<file path="src/rtl/dice_display_scan_ctrl_if.sv">
// Digit update bus between the roll/I2C logic (master) and the display
// scanner (slave): a BCD digit pair plus a one-cycle capture strobe.
interface dice_display_scan_ctrl_if;
  logic [3:0] digit1_in;
  logic [3:0] digit10_in;
  logic       upd;

  modport master (output digit1_in, output digit10_in, output upd);
  modport slave  (input  digit1_in, input  digit10_in, input  upd);
endinterface

</file>
<file path="src/rtl/dice_display_scan_ctrl.sv">
// Two-digit multiplexed 7-segment scanner with dead-time blanking and a
// frame-synchronous double-buffered digit pair.
module dice_display_scan_ctrl #(
  parameter int SCAN_DIV = 1024,
  parameter int DEAD     = 16
) (
  input  logic                      clk,
  input  logic                      rst_n,
  input  logic                      ena,
  dice_display_scan_ctrl_if.slave   dig,
  input  logic                      com_pol,
  input  logic                      seg_pol,
  input  logic                      blank_lz,
  output logic [7:0]                seg_out,
  output logic [1:0]                com_out,
  output logic [1:0]                com_oe,
  output logic                      frame_done
);

  localparam int CW = $clog2(SCAN_DIV);
  localparam logic [CW-1:0] DEAD_LAST = CW'(DEAD - 1);
  localparam logic [CW-1:0] SLOT_LAST = CW'(SCAN_DIV - DEAD - 1);

  typedef enum logic [1:0] {DEAD0, ONES, DEAD1, TENS} state_e;

  state_e        state_q, state_d;
  logic [CW-1:0] cnt_q, cnt_d;
  logic [7:0]    lit_q, lit_d;
  logic [1:0]    act_q, act_d;
  logic          oe_q, oe_d;
  logic          frame_done_q, frame_done_d;
  logic [3:0]    pend1_q, pend1_d, pend10_q, pend10_d;
  logic          pend_v_q, pend_v_d;
  logic [3:0]    sh1_q, sh1_d, sh10_q, sh10_d;
  logic          last, boundary;

  function automatic logic [7:0] decode(input logic [3:0] d);
    case (d)
      4'd0:    decode = 8'h3F;
      4'd1:    decode = 8'h06;
      4'd2:    decode = 8'h5B;
      4'd3:    decode = 8'h4F;
      4'd4:    decode = 8'h66;
      4'd5:    decode = 8'h6D;
      4'd6:    decode = 8'h7D;
      4'd7:    decode = 8'h07;
      4'd8:    decode = 8'h7F;
      4'd9:    decode = 8'h6F;
      4'd15:   decode = 8'h00;
      default: decode = 8'h40;
    endcase
  endfunction

  always_comb begin
    // NOTE: every signal gets a default first so no path leaves it unassigned (no latches).
    state_d      = state_q;
    cnt_d        = cnt_q + CW'(1);
    lit_d        = 8'h00;
    act_d        = 2'b00;
    oe_d         = ena;
    pend1_d      = pend1_q;
    pend10_d     = pend10_q;
    pend_v_d     = pend_v_q;
    sh1_d        = sh1_q;
    sh10_d       = sh10_q;

    last     = (state_q == ONES || state_q == TENS) ? (cnt_q == SLOT_LAST)
                                                    : (cnt_q == DEAD_LAST);
    boundary = ena && state_q == TENS && last;

    if (last) begin
      cnt_d = '0;
      case (state_q)
        DEAD0:   state_d = ONES;
        ONES:    state_d = DEAD1;
        DEAD1:   state_d = TENS;
        default: state_d = DEAD0;
      endcase
    end

    // A blank digit keeps its common off as well, so an empty display draws nothing.
    case (state_q)
      ONES: if (sh1_q != 4'hF) begin
        lit_d = decode(sh1_q);
        act_d = 2'b01;
      end
      TENS: if (sh10_q != 4'hF && !(blank_lz && sh10_q == 4'd0)) begin
        lit_d = decode(sh10_q);
        act_d = 2'b10;
      end
      default: ;
    endcase

    if (dig.upd) begin
      pend1_d  = dig.digit1_in;
      pend10_d = dig.digit10_in;
      pend_v_d = 1'b1;
    end

    // An update arriving on the boundary itself bypasses the pending pair.
    if (boundary) begin
      if (dig.upd) begin
        sh1_d  = dig.digit1_in;
        sh10_d = dig.digit10_in;
      end else if (pend_v_q) begin
        sh1_d  = pend1_q;
        sh10_d = pend10_q;
      end
      pend_v_d = 1'b0;
    end

    if (!ena) begin
      state_d = DEAD0;
      cnt_d   = '0;
      lit_d   = 8'h00;
      act_d   = 2'b00;
    end

    // Looks one state ahead so the pulse sits on the boundary cycle itself.
    frame_done_d = ena && state_d == TENS && cnt_d == SLOT_LAST;
  end

  always_ff @(posedge clk) begin
    if (!rst_n) begin
      state_q      <= DEAD0;
      cnt_q        <= '0;
      lit_q        <= 8'h00;
      act_q        <= 2'b00;
      oe_q         <= 1'b0;
      frame_done_q <= 1'b0;
      pend1_q      <= 4'h0;
      pend10_q     <= 4'h0;
      pend_v_q     <= 1'b0;
      sh1_q        <= 4'hF;
      sh10_q       <= 4'hF;
    end else begin
      // NOTE: non-blocking assignments so all flops update from the same pre-edge values.
      state_q      <= state_d;
      cnt_q        <= cnt_d;
      lit_q        <= lit_d;
      act_q        <= act_d;
      oe_q         <= oe_d;
      frame_done_q <= frame_done_d;
      pend1_q      <= pend1_d;
      pend10_q     <= pend10_d;
      pend_v_q     <= pend_v_d;
      sh1_q        <= sh1_d;
      sh10_q       <= sh10_d;
    end
  end

  assign seg_out    = seg_pol ? lit_q : ~lit_q;
  assign com_out[0] = act_q[0] ? com_pol : ~com_pol;
  assign com_out[1] = act_q[1] ? com_pol : ~com_pol;
  assign com_oe     = {2{oe_q}};
  assign frame_done = frame_done_q;

endmodule
</file>
<file path="src/flat_wrapper.sv">
// flat-port wrapper written by rule: the top's interface ports become plain ports
module dice_display_scan_ctrl_flat 
#(
  parameter int SCAN_DIV = 1024,
  parameter int DEAD     = 16
)
  (clk, rst_n, ena, com_pol, seg_pol, blank_lz, seg_out, com_out, com_oe, frame_done, dig_digit1_in, dig_digit10_in, dig_upd);
  dice_display_scan_ctrl_if dig_i ();
  input  logic clk;
  input  logic rst_n;
  input  logic ena;
  input  logic com_pol;
  input  logic seg_pol;
  input  logic blank_lz;
  output logic [7:0] seg_out;
  output logic [1:0] com_out;
  output logic [1:0] com_oe;
  output logic frame_done;
  input wire logic [$bits(dig_i.digit1_in)-1:0] dig_digit1_in;
  input wire logic [$bits(dig_i.digit10_in)-1:0] dig_digit10_in;
  input wire logic [$bits(dig_i.upd)-1:0] dig_upd;
  assign dig_i.digit1_in = dig_digit1_in;
  assign dig_i.digit10_in = dig_digit10_in;
  assign dig_i.upd = dig_upd;
  dice_display_scan_ctrl #(.SCAN_DIV(SCAN_DIV), .DEAD(DEAD)) u_core (.clk(clk), .rst_n(rst_n), .ena(ena), .dig(dig_i), .com_pol(com_pol), .seg_pol(seg_pol), .blank_lz(blank_lz), .seg_out(seg_out), .com_out(com_out), .com_oe(com_oe), .frame_done(frame_done));
endmodule
</file>
<file path="config.mk">
export PLATFORM = sky130hd
export DESIGN_NAME = dice_display_scan_ctrl_flat
export DESIGN_NICKNAME = d
export VERILOG_FILES = /design/src/rtl/dice_display_scan_ctrl_if.sv /design/src/rtl/dice_display_scan_ctrl.sv /design/src/flat_wrapper.sv
export SDC_FILE = /design/constraint.sdc
export NUM_CORES = 1
export LEC_CHECK = 0
export BUFFER_PORTS_ARGS = -buffer_cell sky130_fd_sc_hd__buf_2
export CORE_ASPECT_RATIO = 1.25
export CORE_UTILIZATION = 40
export CTS_BUF_LIST = sky130_fd_sc_hd__clkbuf_16
export DETAILED_ROUTE_END_ITERATION = 10
export SLEW_MARGIN = 20
export SYNTH_ARGS = -nofsm -noshare
export SYNTH_HDL_FRONTEND = slang
export SYNTH_SLANG_ARGS = --single-unit
export TNS_END_PERCENT = 10
</file>
<file path="constraint.sdc">
create_clock -name clk -period 8.7 [get_ports clk]
set_input_delay 1.74 -clock clk [delete_from_list [all_inputs] [get_ports clk]]
set_output_delay 1.74 -clock clk [all_outputs]
set_load 0.1 [all_outputs]
</file>
==> flow_metrics.tcl, run 1 <==
set metrics [dict create \
    outcome "complete, no violations" \
    grt_max_degree 28 \
    core_um2 6250 \
    wl_met2_um 2460 \
    worst_ep_arrival_time_ps 2530 \
    grt_first_pass_wirelength_um 8800 \
    p_leak_nw 1.24 \
    first_global_vias 1936 \
    finalCritPeriodShare_pct 49.1 \
    via_per_inst 5.05 \
    post_cts_buffers 0 \
    crit_path_start_kind "input port" \
    final_nets 339 \
    avgRoutedWirePerCell_um 12.6 \
    rsz0062_at_grt "no" \
    syn_to_final_growth_pct 12.9 \
    antenna_left 0 \
    cp-end-kind "primary output" \
    wl_met1_um 2220 \
    synth_area_leader_cell "dfxtp_1" \
    synth_cell_types 49 \
    worstSkewPairLatency_ps 290 \
    drv_slew 0 \
    pin_count 28 \
    ir_drop_uv 115 \
    synthCells 283 \
    die_y_um 92.7 \
    dp_slack_ps 4420 \
    antenna_found_initial 0 \
    dp_hpwl_um 3790 \
    dieArea_um2 6910 \
    cts_resized 0 \
    yosys_warnings 0 \
    fin_worst_skew_ps 4.43 \
    drt_iter0_drc 93 \
    portBuffers 27 \
    synth-seq-area-share_pct 41.1 \
    cts_made_buffers 5 \
    dpl-instance-area_um2 2830 \
    ctsLongestPathBuffers 2 \
    drive_gt1_share_pct 15.9 \
    cp.required_ps 6960 \
    crit_chain "buf_2, xnor2_1, buf_2" \
    yosysTopAreaCellShare_pct 41.1 \
    fmax_mhz 234 \
    root_buffer "clkbuf_16" \
    crit_top_cell "buf_2" \
    hold_viol_final 0 \
    slowest_delay_ps 440 \
    synth.most_common_cell "dfxtp_1" \
    fillers 649 \
    drtPass1Iterations 4 \
    final.setup.worst_slack_ps 4430 \
    critical_path.slowest_cell "buf_2" \
    cts_tree "built" \
    gp_congestion 0.792 \
    finalPower_uw 494 \
    async_flop_share_pct 0 \
    setup-tns-final_ps 0 \
    p_per_area_nw_per_um2 166 \
    min_period_ps 4270 \
    grt_usage_pct 16.4 \
    crit_type "input port to primary output" \
    clock-sinks 54 \
    reg2reg_slack_ps 5390 \
    top_layer_used "met4" \
    r2r_cells 13 \
    ys_ff_latch 54 \
    n_antenna_cell 0 \
    fp-row-count 32 \
    max_slew_margin_pct 46.6 \
    fp.dieW_um 74.5 \
    synth_fp_nets 315 \
    cts.clk_slew.worst_paths_ps 70 \
    synth-edff-count 0 \
    hold_path.class "register to register" \
    crit_start "seg_pol" \
    fin_area_um2 2970 \
    drc_errors 0 \
    grt-ovfl-total 0 \
    initial_core_util_pct 42.1 \
    finalSetupViolCount 0 \
    vias 1983 \
    synthTopCellsByArea "dfxtp_1 (41%), ha_1 (8.1%), xnor2_1 (4.7%), mux2i_1 (4.6%), nor2_1 (4.6%)" \
    cap_violations 0 \
    crit_path_end "seg_out[2]" \
    routed_wl_um 4940 \
    cp_max_fo 8 \
    cts.htree.levels 2 \
    cts_hold_buf 0 \
    yosys-top-cells-count "dfxtp_1 (54), nor2_1 (32), nand2_1 (22)" \
    wl_met3_um 125 \
    synth_flop_cell "dfxtp_1" \
    tightest_slew_ps 798 \
    synth.cell_area_um2 2630 \
    syn_area_per_cell_um2 9.30 \
    timing.rr.start "u_core.state_q[1]" \
]
## worst max-delay path, delay by kind of cell
family / cells / cell delay (ps)
xor+xnor: 1 / 140
buf+inv: 2 / 640
## where the power goes
part / total (mW) / switching [mW] / internal, mW
combinational: 0.0457 / 0.0349 / 0.0108
clock: 0.197 / 0.0903 / 0.107
sequential: 0.251 / 0.00130 / 0.250
## metal layers
| layer | vias to the layer above | global-route usage, % |
|---|---|---|
| li1 | 1018 | - |
| met1 | 924 | 19.8 |
| met2 | 29 | 27.6 |
| met3 | 12 | 3.37 |
| met4 | 0 | 6.92 |
| met5 | - | 0 |
## kinds of logic (layout without fill, tap and decap cells)
| family | after synthesis | in the layout | synth area share, % |
|---|---|---|---|
| adders and majority gates | 17 | 17 | 8.08 |
| and+or+nand+nor | 103 | 103 | 20.3 |
| AOI/OAI and AO/OA | 48 | 48 | 12.8 |
| xor gates and xnor gates | 17 | 17 | 5.66 |
| DFF | 54 | 54 | 41.1 |
| muxes | 17 | 17 | 7.80 |
| buffers and inverters | 27 | 52 | 4.23 |
## worst min path at each step
stage,startpoint,endpoint,cells past startpoint
2_1_floorplan,u_core.cnt_q[0],u_core.cnt_q[0],1
3_3_place_gp,u_core.cnt_q[0],u_core.cnt_q[0],1
3_5_place_dp,u_core.cnt_q[0],u_core.cnt_q[0],1
4_1_cts,u_core.cnt_q[0],u_core.cnt_q[0],1
5_1_grt,register,u_core.lit_q[3],2
6_report,register,u_core.lit_q[3],2
## cell type report
type | count | area (um^2) | share of cell area (%)
clock buffers | 5 | 125 | 4.21
flip-flops and latches | 54 | 1080 | 36.4
multi-input cells | 202 | 1440 | 48.4
inverters | 17 | 63.8 | 2.15
well taps | 85 | 106 | 3.58
clock inverters | 3 | 20.0 | 0.674
repair buffers | 27 | 135 | 4.55
## through the flow
step | hold slack [ps] | instances | utilization [%]
after global routing | 503 | 393 | 47.6
after detailed placement | 467 | 385 | 45.2
after CTS | 483 | 393 | 47.6
after global placement | 466 | 385 | 45.2
after floorplan | 437 | 283 | -
final | 483 | 393 | 47.6
## placed cells by master (no fill, tap or decap), types with 5 or more instances in the layout
master	n
mux2i_1	12
xnor2_1	14
a21oi_1	7
nor2b_1	9
a22oi_1	8
ha_1	17
o211ai_1	6
buf_2	27
nand3_1	6
o21ai_1	7
nand2_1	22
clkbuf_16	5
nor2_1	32
nor3_1	6
inv_1	14
dfxtp_1	54
o31ai_1	5
and2_1	7
(Power assumes the default switching activity.)
==> run 2, diff against run 1 <==
==> constraint.sdc (replaced) <==
create_clock -name clk -period 3.9 [get_ports clk]
set_input_delay 0.78 -clock clk [delete_from_list [all_inputs] [get_ports clk]]
set_output_delay 0.78 -clock clk [all_outputs]
set_load 0.1 [all_outputs]
==> flow_metrics.tcl, run 2 (synthesis gave the netlist of run 1 again) <==
set metrics [dict create \
    outcome "complete, no violations" \
    drc_errors 0 \
    hold_path.class "register to register" \
    antenna_left 0 \
    numPlacedInstances 385 \
    initial_core_util_pct 42.1 \
    syn_to_final_growth_pct 13.7 \
    rsz0062_at_grt "no" \
    root_buffer "clkbuf_16" \
    setup-tns-final_ps 0 \
    final_nets 339 \
    crit_chain "inv_1, ha_1, or4_4, nor4_4, o21ai_4, mux2i_1, nand2_1, inv_1, ha_1, nor3b_1, a21oi_1, o31a_1, o31ai_1" \
    dpl-instance-area_um2 2830 \
    n_antenna_cell 0 \
    hold_viol_final 0 \
    clock-sinks 54 \
    fillers 621 \
    cts.htree.levels 2 \
    core_um2 6250 \
    pin_count 28 \
    final.setup.worst_slack_ps 695 \
    post_cts_buffers 0 \
    cts.clk_slew.worst_paths_ps 70 \
    finalPower_mw 1.16 \
    antenna_found_initial 0 \
    grt_usage_pct 16.5 \
    via_per_inst 5.05 \
    max_slew_margin_pct 45.6 \
    cts_hold_buf 0 \
    die_y_um 92.7 \
    cp_max_fo 27 \
    slowest_delay_ps 560 \
    tightest_slew_ps 813 \
    cts_tree "built" \
    critical_path.slowest_cell "or4_4" \
    avgRoutedWirePerCell_um 13.3 \
    grt_first_pass_wirelength_um 8770 \
    layout_commonest_cell "dfxtp_1" \
    drt_iter0_drc 74 \
    finalCritPeriodShare_pct 82.2 \
    fp-row-count 32 \
    p_per_area_nw_per_um2 386 \
    portBuffers 27 \
    p_leak_nw 1.25 \
    routed_wl_um 5240 \
    gp_congestion 0.832 \
    drv_slew 0 \
    cts_made_buffers 5 \
    ctsLongestPathBuffers 2 \
    worst_ep_arrival_time_ps 3410 \
    dp_slack_ps 683 \
    vias 1986 \
    cap_violations 0 \
    cts_resized 0 \
    cp-end-kind "register" \
    crit_type "register to register" \
    layout_common_cells "dfxtp_1 (54), nor2_1 (32), buf_2 (27), nand2_1 (22), ha_1 (17)" \
    min_period_ps 3200 \
    finalSetupViolCount 0 \
    grt_max_degree 28 \
    layout.cells.non_filler 393 \
    first_global_vias 1889 \
    crit_path_start_kind "register" \
    dp_hpwl_um 4000 \
    fin_worst_skew_ps 6.66 \
    dieArea_um2 6910 \
    fp.dieW_um 74.5 \
    drtPass1Iterations 4 \
    ir_drop_uv 179 \
    cp.required_ps 4100 \
    fmax_mhz 312 \
    grt-ovfl-total 0 \
    drive_gt1_share_pct 15.9 \
    worstSkewPairLatency_ps 290 \
    fin_area_um2 2990 \
]
==> run 2: through the flow <==
| stage | hold slack, ps | util, % |
|---|---|---|
| global placement | 469 | 45.2 |
| detailed placement | 467 | 45.2 |
| finish | 481 | 47.9 |
| CTS | 485 | 47.9 |
| global route | 505 | 47.9 |
| floorplan | 437 | - |
==> run 2: final cells by class <==
class	instances	area, um^2	share of cell area (%)
timing repair buffer	27	135	4.52
sequential	54	1080	36.1
clock inverter	3	41.3	1.38
multi-input combinational	202	1440	48.1
clock buffer	5	125	4.18
tap	85	106	3.55
inverter	17	63.8	2.13
==> run 2: worst max-delay path: cells and delay by family, from the launching register on <==
kind	cells	cell delay, ps
AOI/OAI and AO/OA	4	690
adders and majority gates	2	430
buffers and inverters	2	190
DFF	1	400
muxes	1	240
and+or+nand+nor	4	1170
==> run 2: report_power, final <==
group	leakage, nW	total, mW	internal, mW	switching [mW]
logic	0.732	0.102	0.0241	0.0781
registers	0.438	0.561	0.558	0.00299
clock network	0.0812	0.492	0.301	0.192
==> run 2: per-layer routing <==
| metal | share of wire [%] | routed length (um) | GRT usage (%) |
|---|---|---|---|
| met5 | 0 | 0 | 0 |
| met4 | 1.1 | 57 | 4.72 |
| met3 | 2.9 | 152 | 3.37 |
| met2 | 52 | 2710 | 30.2 |
| met1 | 44 | 2310 | 18.7 |
==> run 2: worst paths after layout <==
path | from | endpoint | slack, ps | cells after the start
worst min-delay path | register | u_core.lit_q[4] | 480 | 2
worst min register to register | register | u_core.lit_q[4] | 480 | 2
worst max register to register | u_core.state_q[1] | register | 700 | 13
worst max-delay path | u_core.state_q[1] | register | 700 | 13
==> run 3, diff against run 2 <==
--- a/config.mk
+++ b/config.mk
@@ -5,6 +5,7 @@
 export SDC_FILE = /design/constraint.sdc
 export NUM_CORES = 1
 export LEC_CHECK = 0
+export ABC_AREA = 1
 export BUFFER_PORTS_ARGS = -buffer_cell sky130_fd_sc_hd__buf_2
 export CORE_ASPECT_RATIO = 1.25
 export CORE_UTILIZATION = 40
==> constraint.sdc (replaced) <==
create_clock -name clk -period 3.3 [get_ports clk]
set_input_delay 0.66 -clock clk [delete_from_list [all_inputs] [get_ports clk]]
set_output_delay 0.66 -clock clk [all_outputs]
set_load 0.1 [all_outputs]
==> flow_metrics.tcl, run 3 <==
set metrics [dict create \
    syn_to_final_growth_pct 12.6 \
    ctsLongestPathBuffers 2 \
    synthTopCellsByArea "dfxtp_1 (40%), nand2_1 (10%), ha_1 (7.8%), inv_1 (6.2%), nand3_1 (5.2%)" \
    syn_area_per_cell_um2 7.79 \
    synth-edff-count 0 \
    p_leak_nw 1.39 \
    root_buffer "clkbuf_16" \
    critical_path.slowest_cell "dfxtp_1" \
    cap_violations 0 \
    drv_slew 0 \
    antenna_left 0 \
    fp-row-count 33 \
    ir_drop_uv 321 \
    pin_count 28 \
    grt_first_pass_wirelength_um 8630 \
    antenna_found_initial 0 \
    via_per_inst 4.56 \
    drtPass1Iterations 4 \
    ys_ff_latch 54 \
    min_period_ps 2550 \
    finalPower_mw 1.37 \
    final_nets 403 \
    drive_gt1_share_pct 16.1 \
    max_slew_margin_pct 67.8 \
    cts_tree "built" \
    crit_type "register to register" \
    layout_common_cells "nand2_1 (72), dfxtp_1 (54), inv_1 (45), nor2_1 (37), nand3_1 (28)" \
    first_global_vias 2001 \
    async_flop_share_pct 0 \
    fin_worst_skew_ps 4.64 \
    post_cts_buffers 0 \
    cp_max_fo 10 \
    vias 2092 \
    gp_congestion 0.802 \
    initial_core_util_pct 41.3 \
    dpl-instance-area_um2 2880 \
    die_y_um 94.1 \
    synth_flop_cell "dfxtp_1" \
    synthCells 348 \
    worst_ep_arrival_time_ps 2740 \
    crit_chain "inv_1, ha_1, inv_2, nand2_2, nor2_2, nand2_1, nand2_2, nand2_1, nor2_1, nand3_1, nand3_1, inv_1, ha_1, inv_1, nand4_1, nand3_1, nand2_1" \
    cts_resized 0 \
    dieArea_um2 7110 \
    finalCritPeriodShare_pct 77.3 \
    layout_commonest_cell "nand2_1" \
    fmax_mhz 392 \
    hold_path.class "register to register" \
    crit_path_start_kind "register" \
    synth_cell_types 29 \
    portBuffers 27 \
    fp.dieW_um 75.6 \
    cpLargestDelayFamily "simple AND/OR/NAND/NOR gates" \
    synth.most_common_cell "nand2_1" \
    synth_fp_nets 380 \
    synth-seq-area-share_pct 39.9 \
    drt_iter0_drc 77 \
    tightest_slew_ps 486 \
    cts_made_buffers 5 \
    layout.cells.non_filler 459 \
    grt_usage_pct 16.2 \
    worstSkewPairLatency_ps 290 \
    rsz0062_at_grt "no" \
    routed_wl_um 5060 \
    cts.htree.levels 2 \
    drc_errors 0 \
    numPlacedInstances 451 \
    yosys_warnings 0 \
    n_antenna_cell 0 \
    clock-sinks 54 \
    synth_area_leader_cell "dfxtp_1" \
    avgRoutedWirePerCell_um 11.0 \
    setup-tns-final_ps 0 \
    fin_hold_ws_ps 464 \
    yosysTopAreaCellShare_pct 39.9 \
    core_um2 6570 \
    grt-ovfl-total 0 \
    cts_hold_buf 0 \
    dp_hpwl_um 3900 \
    path_buf_inv 4 \
    fin_area_um2 3050 \
    cts.clk_slew.worst_paths_ps 70 \
    cp-end-kind "register" \
    p_per_area_nw_per_um2 449 \
    outcome "complete, no violations" \
    slowest_delay_ps 350 \
    hold_viol_final 0 \
    yosys-top-cells-count "nand2_1 (72), dfxtp_1 (54), inv_1 (45)" \
    synth.cell_area_um2 2710 \
    finalSetupViolCount 0 \
    cp.required_ps 3490 \
    grt_max_degree 21 \
]
## run 3: changes by cell type in the layout (fill, tap and decap cells not counted), moves of 8 or more
cell,delta
nand2_1,+50
inv_1,+30
nand3_1,+22
nand4_1,+14
nor2b_1,-9
a22oi_1,-8
mux2i_1,-8
o21ai_0,+8
## run 3: logic make-up (layout without fill, tap and decap cells)
group	Yosys count	after routing	synth area share (%)
AND/OR/NAND/NOR	183	183	34.0
adder cells (fa/ha/maj)	17	17	7.84
XOR/XNOR	11	11	3.55
AO/OA/AOI/OAI	21	21	4.06
buffers and inverters	58	82	9.23
flip-flops	54	54	39.9
multiplexers	4	4	1.48
## run 3: worst paths after layout
check	endpoint	cells past startpoint	slack [ps]	start
max	register	17	750	u_core.state_q[1]
min	u_core.cnt_q[0]	1	460	u_core.cnt_q[0]
max reg2reg	register	17	750	u_core.state_q[1]
min reg2reg	u_core.cnt_q[0]	1	460	u_core.cnt_q[0]
## run 3: area by class of cell
cell class              count  area [um^2]
fillers                   662         3510
repair buffers             27          135
inverters                  47          176
clock inverters             3         45.0
multi-input cells         236         1380
well taps                  87          109
clock buffers               5          125
flip-flops and latches     54         1080
## run 3: stage by stage
stage / setup slack, ps / util (%)
2_1_floorplan: 138 / -
3_3_place_gp: 659 / 43.9
3_5_place_dp: 569 / 43.9
4_1_cts: 727 / 46.5
5_1_grt: 495 / 46.5
6_report: 749 / 46.5
## run 3: report_power, final
group          internal (mW)  switching, mW
Clock                  0.358          0.235
Sequential             0.660        0.00260
Combinational         0.0228         0.0913
## run 3: worst reg2reg max path, stage by stage, from the launching register on
cell	delay [ps]
dfxtp_1	350
inv_1	80
ha_1	320
inv_2	100
nand2_2	50
nor2_2	100
nand2_1	80
nand2_2	90
nand2_1	130
nor2_1	150
nand3_1	120
nand3_1	200
inv_1	130
ha_1	250
inv_1	60
nand4_1	90
nand3_1	100
nand2_1	50
## run 3: metal layers
layer	wire length, um	global-route usage (%)	vias to the layer above
met5	0	0	-
met4	114	7.87	0
met3	147	3.22	9
met2	2370	27.8	32
met1	2430	18.6	904
li1	-	-	1147
